$ cat src/rtl/optic_flow_pkg.sv
// Shared constants and types for the optic-flow encode custom instruction.
package optic_flow_pkg;

  localparam int NUM_PIXELS = 4;
  localparam int PIX_W      = 8;
  localparam int NIB_W      = 4;

  localparam logic [1:0] CODE_NONE = 2'b00;
  localparam logic [1:0] CODE_POS  = 2'b01;
  localparam logic [1:0] CODE_NEG  = 2'b10;

  // Nibble layout: {temporal[1:0], horizontal[1:0]}
  localparam int TEMP_LSB = 2;
  localparam int HORZ_LSB = 0;

  typedef enum logic [1:0] {
    IDLE = 2'd0,
    CALC = 2'd1,
    CLR  = 2'd2,
    DONE = 2'd3
  } state_t;

endpackage

$ cat src/rtl/optic_flow_encode_ci_pixel_classify.sv
// Combinational per-pixel classifier: temporal and horizontal motion codes.
module optic_flow_pixel_classify
  import optic_flow_pkg::*;
(
  input  logic [7:0] cur,
  input  logic [7:0] prev,
  input  logic [7:0] left,
  input  logic       leftValid,
  input  logic [7:0] threshold,
  output logic [3:0] code
);

  logic [8:0] it;
  logic [8:0] ix;
  logic [8:0] it_abs;
  logic [8:0] ix_abs;
  logic       it_sig;
  logic       ix_sig;
  logic [1:0] temporal;
  logic [1:0] horizontal;

  always_comb begin
    it     = {1'b0, cur} - {1'b0, prev};
    ix     = {1'b0, cur} - {1'b0, left};
    it_abs = it[8] ? (9'd0 - it) : it;
    ix_abs = ix[8] ? (9'd0 - ix) : ix;
    it_sig = it_abs > {1'b0, threshold};
    ix_sig = ix_abs > {1'b0, threshold};

    temporal = CODE_NONE;
    if (it_sig) temporal = it[8] ? CODE_NEG : CODE_POS;

    // Opposite signs of It and Ix mean the edge is moving right.
    horizontal = CODE_NONE;
    if (it_sig && ix_sig && leftValid) horizontal = (it[8] != ix[8]) ? CODE_POS : CODE_NEG;

    code = '0;
    code[TEMP_LSB +: 2] = temporal;
    code[HORZ_LSB +: 2] = horizontal;
  end

endmodule

$ cat src/rtl/optic_flow_encode_ci.sv
// Multi-cycle optic-flow encode CI: one pixel per clock through a shared classifier.
module optic_flow_encode_ci
  import optic_flow_pkg::*;
#(
  parameter logic [7:0] customInstructionId = 8'd29,
  parameter logic [7:0] clearInstructionId  = 8'd31,
  parameter logic [7:0] defaultThreshold    = 8'd8
) (
  input  logic        clock,
  input  logic        nReset,
  input  logic        start,
  input  logic [7:0]  ciN,
  input  logic [31:0] valueA,
  input  logic [31:0] valueB,
  output logic        done,
  output logic [31:0] result
);

  state_t      state;
  state_t      state_nxt;
  logic [1:0]  cnt;
  logic [1:0]  cnt_m1;
  logic [31:0] cur_q;
  logic [31:0] prev_q;
  logic [15:0] codes;
  logic [7:0]  left_pixel;
  logic        left_valid;
  logic [7:0]  threshold;
  logic [7:0]  new_threshold;

  logic [7:0]  pix_cur;
  logic [7:0]  pix_prev;
  logic [7:0]  pix_left;
  logic        pix_left_valid;
  logic [3:0]  nibble;

  logic        go_encode;
  logic        go_clear;

  assign go_encode = (state == IDLE) && start && (ciN == customInstructionId);
  assign go_clear  = (state == IDLE) && start && (ciN == clearInstructionId);

  always_comb begin
    cnt_m1         = cnt - 2'd1;
    pix_cur        = cur_q[{cnt, 3'b000} +: 8];
    pix_prev       = prev_q[{cnt, 3'b000} +: 8];
    pix_left       = (cnt == 2'd0) ? left_pixel : cur_q[{cnt_m1, 3'b000} +: 8];
    pix_left_valid = (cnt == 2'd0) ? left_valid : 1'b1;
  end

  optic_flow_pixel_classify u_classify (
    .cur       (pix_cur),
    .prev      (pix_prev),
    .left      (pix_left),
    .leftValid (pix_left_valid),
    .threshold (threshold),
    .code      (nibble)
  );

  always_ff @(posedge clock or negedge nReset) begin
    if (!nReset) state <= IDLE;
    else         state <= state_nxt;
  end

  always_comb begin
    state_nxt = state;
    done      = 1'b0;
    result    = '0;
    case (state)
      IDLE: begin
        if (go_encode)     state_nxt = CALC;
        else if (go_clear) state_nxt = CLR;
      end
      CALC: if (cnt == 2'd3) state_nxt = DONE;
      CLR:  state_nxt = DONE;
      DONE: begin
        state_nxt = IDLE;
        done      = 1'b1;
        result    = {16'h0000, codes};
      end
      default: state_nxt = IDLE;
    endcase
  end

  always_ff @(posedge clock or negedge nReset) begin
    if (!nReset) begin
      cnt           <= 2'd0;
      cur_q         <= '0;
      prev_q        <= '0;
      codes         <= '0;
      left_pixel    <= '0;
      left_valid    <= 1'b0;
      threshold     <= defaultThreshold;
      new_threshold <= defaultThreshold;
    end else begin
      if (go_encode) begin
        cur_q  <= valueA;
        prev_q <= valueB;
        cnt    <= 2'd0;
        codes  <= '0;
      end
      if (go_clear) new_threshold <= valueA[7:0];
      if (state == CALC) begin
        codes[{cnt, 2'b00} +: 4] <= nibble;
        cnt                      <= cnt + 2'd1;
        if (cnt == 2'd3) begin
          left_pixel <= cur_q[31:24];
          left_valid <= 1'b1;
        end
      end
      if (state == CLR) begin
        left_valid <= 1'b0;
        threshold  <= new_threshold;
        codes      <= '0;
      end
    end
  end

endmodule

$ cat config.mk
export PLATFORM = sky130hd
export DESIGN_NAME = optic_flow_encode_ci
export DESIGN_NICKNAME = d
export VERILOG_FILES = /design/src/rtl/optic_flow_pkg.sv /design/src/rtl/optic_flow_encode_ci_pixel_classify.sv /design/src/rtl/optic_flow_encode_ci.sv
export SDC_FILE = /design/constraint.sdc
export NUM_CORES = 1
export LEC_CHECK = 0
export BUFFER_PORTS_ARGS = -buffer_cell sky130_fd_sc_hd__buf_2
export CAP_MARGIN = 20
export CORE_MARGIN = 2
export CORE_UTILIZATION = 38
export CTS_CLUSTER_DIAMETER = 120
export CTS_CLUSTER_SIZE = 25
export DETAILED_ROUTE_END_ITERATION = 12
export GPL_ROUTABILITY_DRIVEN = 0
export SKIP_LAST_GASP = 1
export SLEW_MARGIN = 20
export SYNTH_ARGS = -nofsm -noshare
export SYNTH_HDL_FRONTEND = slang
export SYNTH_HIERARCHICAL = 1
export SYNTH_SLANG_ARGS = --single-unit
$ cat constraint.sdc
create_clock -name clock -period 8.4 [get_ports clock]
set_clock_uncertainty 0.15 [all_clocks]
set_input_delay 0 -clock clock [delete_from_list [all_inputs] [get_ports clock]]
set_output_delay 0 -clock clock [all_outputs]
set_load 0.01 [all_outputs]
# [Yosys cells after proc, flatten, opt, wreduce, memory -nomap -nowiden]
# Cells that the tools add are included.
[word_totals] out_inout_bits=33 wordCells=68 register_bits=109
[op_classes] n_addsub=7 order_cmp=2 muxes=23 n_reduce_logical=13 n_shift=5 eq_ne=9
[op_table] operator="$shiftx A32 B6 Y8" count=3
[op_table] operator="$mux W16" count=4
[op_table] operator="$gt A9 B8 Y1" count=2
[op_table] operator="$mux W2" count=9
[op_table] operator="$mux W9" count=2
[op_table] operator="$sub A1 B9 Y9 const A" count=2
[op_table] operator="$sub A8 B8 Y9" count=2
[op_table] operator="$bwmux W16" count=1
[op_table] operator="$eq A8 B5 Y1 const B" count=2
[op_table] operator="$shift A4 B6 Y16 const A" count=1
[op_table] operator="$shiftx A4 B6 Y16" count=1
[op_table] operator="$mux W8" count=1
[op_table] operator="$pmux W2 S4" count=1
[op_table] operator="$eq A2 B2 Y1 const B" count=3
[op_table] operator="$neg A4 Y6" count=1
[op_table] operator="$reduce_and A2 Y1" count=3
[op_table] operator="$reduce_bool A2 Y1" count=3
[op_table] operator="$logic_and A1 B1 Y1" count=5
[op_table] operator="$mux W1" count=5
[op_table] operator="$logic_not A2 Y1" count=2
[op_table] operator="$ne A3 B3 Y1 const B" count=1
[op_table] operator="$add A2 B1 Y2 const B" count=1
[op_table] operator="$eq A2 B1 Y1 const B" count=1
[op_table] operator="$ne A2 B2 Y1 const B" count=1
[op_table] operator="2 further kinds" count=2

# [Logic depth before layout (Yosys ltp)]
[depth] depth_word=14 ltp_mapped=25 mapped_depth_nobuf=22

# [Modules after synthesis]
# Netlist, hierarchy kept.
[by_module_without_submodules] mod="optic_flow_encode_ci" area_each_um2=5425.2 n_inst=1 seq_area_each_um2=2730.1 cells_each=365
[by_module_without_submodules] mod="optic_flow_pixel_classify" area_each_um2=1521.5 n_inst=1 seq_area_each_um2=0.0 cells_each=198

# [Least setup slack after synthesis]
# Ideal clock, no wire load.
[synth_timing] path_type="register to register" start="register cnt[1]" end="register codes[0]" period_less_slack_ps=5389 path_slack_ps=3011 stages_incl_launch_ff=25 path_buffers=3 t_arrival_ps=5113 setup_time_ps=126 path_cell_list="dfrtp_1 -> buf_2 -> buf_1 -> inv_1 -> ha_1 -> clkbuf_1 -> mux4_2 -> mux2_2 -> inv_1 -> ha_1 -> a21o_1 -> or3_2 -> o211ai_2 -> nor3_2 -> a31oi_1 -> xnor2_1 -> ha_1 -> a21oi_1 -> o21ai_0 -> a221oi_1 -> nor3b_1 -> a41oi_2 -> nor3_1 -> nand2b_1 -> o22ai_1"
[synth_between] elab_chain_cells=14 elab_cells_between_ends=28 classes_between="add/sub: 6; order compare: 2; eq/ne: 1; shift: 5; mux: 11; reduce/logical: 3"
[synth_rtl] item="start, declared" line="optic_flow_encode_ci.sv:21" text="logic [1:0] cnt;"
[synth_rtl] item="start signal, assigned" line="optic_flow_encode_ci.sv:105" text="cnt <= cnt + 2'd1;"
[synth_rtl] item="$sub A2 B1 Y2" line="optic_flow_encode_ci.sv:44" text="cnt_m1 = cnt - 2'd1;"
[synth_rtl] item="$shiftx A32 B6 Y8" line="optic_flow_encode_ci.sv:47" text="pix_left = (cnt == 2'd0) ? left_pixel : cur_q[{cnt_m1, 3'b000} +: 8];"
[synth_rtl] item="$mux W8 *" line="optic_flow_encode_ci.sv:47"
[synth_rtl] item="net pix_left[3]" line="optic_flow_encode_ci.sv:33" text="logic [7:0] pix_left;"
[synth_rtl] item="$sub A8 B8 Y9 *" line="optic_flow_encode_ci_pixel_classify.sv:24" text="ix = {1'b0, cur} - {1'b0, left};"
[synth_rtl] item="$sub A1 B9 Y9" line="optic_flow_encode_ci_pixel_classify.sv:26" text="ix_abs = ix[8] ? (9'd0 - ix) : ix;"
[synth_rtl] item="$mux W9" line="optic_flow_encode_ci_pixel_classify.sv:26"
[synth_rtl] item="$gt A9 B8 Y1" line="optic_flow_encode_ci_pixel_classify.sv:28" text="ix_sig = ix_abs > {1'b0, threshold};"
[synth_rtl] item="$logic_and A1 B1 Y1 (2 in series)" line="optic_flow_encode_ci_pixel_classify.sv:35" text="if (it_sig && ix_sig && leftValid) horizontal = (it[8] != ix[8]) ? CODE_POS : CODE_NEG;"
[synth_rtl] item="$mux W2 *" line="optic_flow_encode_ci_pixel_classify.sv:35"
[synth_rtl] item="net nibble[0]" line="optic_flow_encode_ci.sv:35" text="logic [3:0] nibble;"
[synth_rtl] item="$shiftx A4 B6 Y16 *" line="optic_flow_encode_ci.sv:104" text="codes[{cnt, 2'b00} +: 4] <= nibble;"
[synth_rtl] item="$bwmux W16 *" line="optic_flow_encode_ci.sv:104"
[synth_rtl] item="$mux W16 *" line="optic_flow_encode_ci.sv:103" text="if (state == CALC) begin"
[synth_rtl] item="$mux W16 *" line="optic_flow_encode_ci.sv:111" text="if (state == CLR) begin"
[synth_rtl] item="end signal, assigned by index" line="optic_flow_encode_ci.sv:104"
[synth_rtl] item="end, declared" line="optic_flow_encode_ci.sv:25" text="logic [15:0] codes;"
# Mark *: on every way through the listed nets, which the timed path passes. The rest lies on a longest branch.
# A chain may end at the register's enable or synchronous reset.

# [Final worst setup path]
[layout_timing] start="register cnt[0]" end="register codes[8]"
# The elaborated chain is that of the path after synthesis.

==> flow_metrics.tcl <==
set metrics [dict create \
    status "finished with violations" \
    failed_checks "hold timing" \
    p_int_mw 1.34 \
    final.fill_count 1618 \
    min_period_ns 5.90 \
    synth_top_area_cell "dfrtp_1" \
    routedWlPerCell_um 16.7 \
    num_rows 49 \
    pwr-share-clk_pct 19.1 \
    die_x_um 139 \
    grt_pass1_vias 5207 \
    synthTopCellsByCount "107 x dfrtp_1, 75 x mux2_2, 45 x ha_1" \
    netSwitchingFraction_pct 41.0 \
    htreeDepth 3 \
    grt_use_met2_pct 29.3 \
    synth.avg_cell_area_um2 12.3 \
    rsz0062_at_grt "false" \
    ant_nets 0 \
    cts_made_buffers 9 \
    cts_tree "yes" \
    ys.warnings.count 6 \
    grt_antenna_before_repair 0 \
    drive_above_1_share_pct 34.8 \
    r2r_cells 22 \
    synth_area_leaders "dfrtp_1 39%, mux2_2 12%, ha_1 8.1%" \
    synth.cell_area_mm2 0.00695 \
    dp_slack_ns 2.51 \
    initial_core_util_pct 38.7 \
    yosys.cell_count.top_type "dfrtp_1" \
    post-dp-hpwl_um 11500 \
    grt-busiest-layer "met2" \
    viasPerCell 5.18 \
    worst_setup_path_start_kind "flop" \
    met1_usage_pct 20.8 \
    power_mw 2.27 \
    regArea_mm2 0.00273 \
    fin_crit_sh_pct 70.2 \
    pwr-share-comb_pct 55.1 \
    worstSetupPathType "flop to flop" \
    grt_max_degree 72 \
    core_mm2 0.0180 \
    dieArea_mm2 0.0194 \
    grt_usage_pct 16.7 \
    reg2reg_slack_ns 2.50 \
    cp-end-kind "flop" \
    drc 0 \
    maxCapViolCount 0 \
    finalWorstSetupSlack_ns 2.50 \
    syn-instance-count 563 \
    max_clock_freq_mhz 170 \
    clockBufferDepth 2 \
    dieHeight_um 139 \
    synth_top_area_share_pct 38.5 \
    r2r-start "cnt[0]" \
    p_leak_nw 4.04 \
    arrival_ns 5.93 \
    r2r-end "codes[8]" \
    io_buffers 91 \
    cp.required_ns 8.43 \
    multi_input_area_mm2 0.00383 \
    hp-class "input port to asynchronous set/reset pin" \
    clockRootBuffer "clkbuf_16" \
    grt_pass1_wl_um 26200 \
    routed_wirelength_um 15900 \
    final_core_util_pct 47.2 \
    worst_hold_slack_ns -0.00653 \
    power_switching_mw 0.929 \
    clock-sinks 109 \
    final_max_slew_viol_count 0 \
    cp_max_fo 31 \
    finish.net_count 838 \
    drtIter0Drc 208 \
    fin_tns_setup_ns 0 \
    diodes 0 \
    hold_violations 8 \
    drt_pass1_iterations 4 \
    path_clk_slew_ns 0.08 \
    ys_ff_latch 109 \
    async_flop_share_pct 100 \
    worst_pin_slew_ns 0.974 \
    timing.slew.headroom_pct 34.6 \
    powerDensity_mw_per_mm2 267 \
    syn2layout_area_growth_pct 22.1 \
    clock_latency_ns 0.36 \
    num_vias 4920 \
    gr-usage-met3_pct 2.45 \
    synth_edf_count 0 \
    synth_top_flop_cell "dfrtp_1" \
    overflow 0 \
    io_pins 108 \
    ir_worst_vdd_v 0.000139 \
    p_seq_share_pct 25.8 \
    setup_viol 0 \
    yosysUniqueCellTypes 63 \
    cts_resized 0 \
    ys_seq_area_share_pct 39.3 \
]
## registers in the layout (all words and copies together) (netlist names)
signal / flops
cnt: 2
codes: 16
cur_q: 32
left_pixel: 8
left_valid: 1
new_threshold: 8
prev_q: 32
state: 2
threshold: 8
## repair_timing
item / in CTS / in global routing
setup buffers: 0 / 0
hold buffers: 70 / 0
hold endpoints to repair: 128 / 0
## logic make-up (layout without fill, tap and decap cells)
group                    after synthesis  after routing  synth area share, %
XOR/XNOR                              22             22                 2.88
flip-flops                           109            109                 39.3
AO/OA/AOI/OAI                         77             77                 7.69
other                                  1             16               0.0540
AND/OR/NAND/NOR                      102            102                 9.64
multiplexers                         126            126                 25.3
buffers and inverters                 79            222                 6.41
adder cells (fa/ha/maj)               47             47                 8.68
## power by group through the flow
| stage | Sequential, mW | Combinational, mW | Clock [mW] |
|---|---|---|---|
| 2_1_floorplan | 0.586 | 0.961 | 0 |
| 3_3_place_gp | 0.593 | 1.14 | 0 |
| 3_5_place_dp | 0.595 | 1.21 | 0 |
| 4_1_cts | 0.585 | 1.24 | 0.440 |
| 5_1_grt | 0.589 | 1.37 | 0.457 |
| 6_report | 0.584 | 1.25 | 0.434 |
## per-layer routing
metal | share of wire, % | up-vias | wire length (µm)
met4 | 2.6 | 0 | 419
li1 | - | 2323 | -
met3 | 2.8 | 28 | 450
met1 | 44 | 2455 | 6990
met2 | 51 | 114 | 8050
met5 | 0 | - | 0
## final cells by class
cell class,instances,share of cell area (%)
clock buffers,11,2.74
clock inverters,5,0.693
inverters,40,1.77
multi-input cells,390,45.1
flip-flops and latches,109,32.2
well taps,229,3.38
repair buffers,166,14.1
## worst max-delay path by stage
stage | startpoint | endpoint
after detailed placement | cnt[0] | codes[8]
after CTS | cnt[0] | codes[8]
after global routing | cnt[0] | codes[0]
final | cnt[0] | codes[8]
after floorplan | cnt[1] | codes[0]
after global placement | cnt[0] | codes[1]
## per-stage QoR
step / std cells / instance area, µm²
CTS: 950 / 8480
detailed placement: 864 / 7490
global route: 950 / 8480
floorplan: 578 / 7000
global placement: 864 / 7490
finish: 950 / 8480
## critical path, cell delays in order, from the launching register on
cell and delay (ns):
dfrtp_1 0.32, buf_4 0.44, inv_1 0.22, ha_1 0.67, mux4_2 0.38, mux2_2 0.27, inv_1 0.06, ha_1 0.29
a21o_1 0.24, or3_2 0.42, o211ai_2 0.22, nor3_2 0.09, a31oi_1 0.22, xnor2_1 0.15, ha_1 0.27, a21oi_1 0.12
o21ai_0 0.12, a221oi_1 0.37, nor3b_1 0.13, a41oi_2 0.24, nor3_1 0.07, nand2b_1 0.15, o22ai_1 0.12
## placed cells by master, fill, tap and decap left out, types with 6 or more instances in the layout
cell type      instances
buf_2                 90
conb_1                16
nand3b_1              18
o22ai_1               18
mux2_4                20
nor2_1                12
and2_1                17
xor2_1                 6
nand2_1               14
mux2_2                75
o21ai_0                9
dlygate4sd3_1         70
mux4_2                24
a21oi_1               17
a31oi_1                6
dfrtp_1              107
xnor2_1               15
ha_1                  45
clkbuf_16              9
inv_1                 40
buf_4                  6
Power figures use the tool's default switching activity.
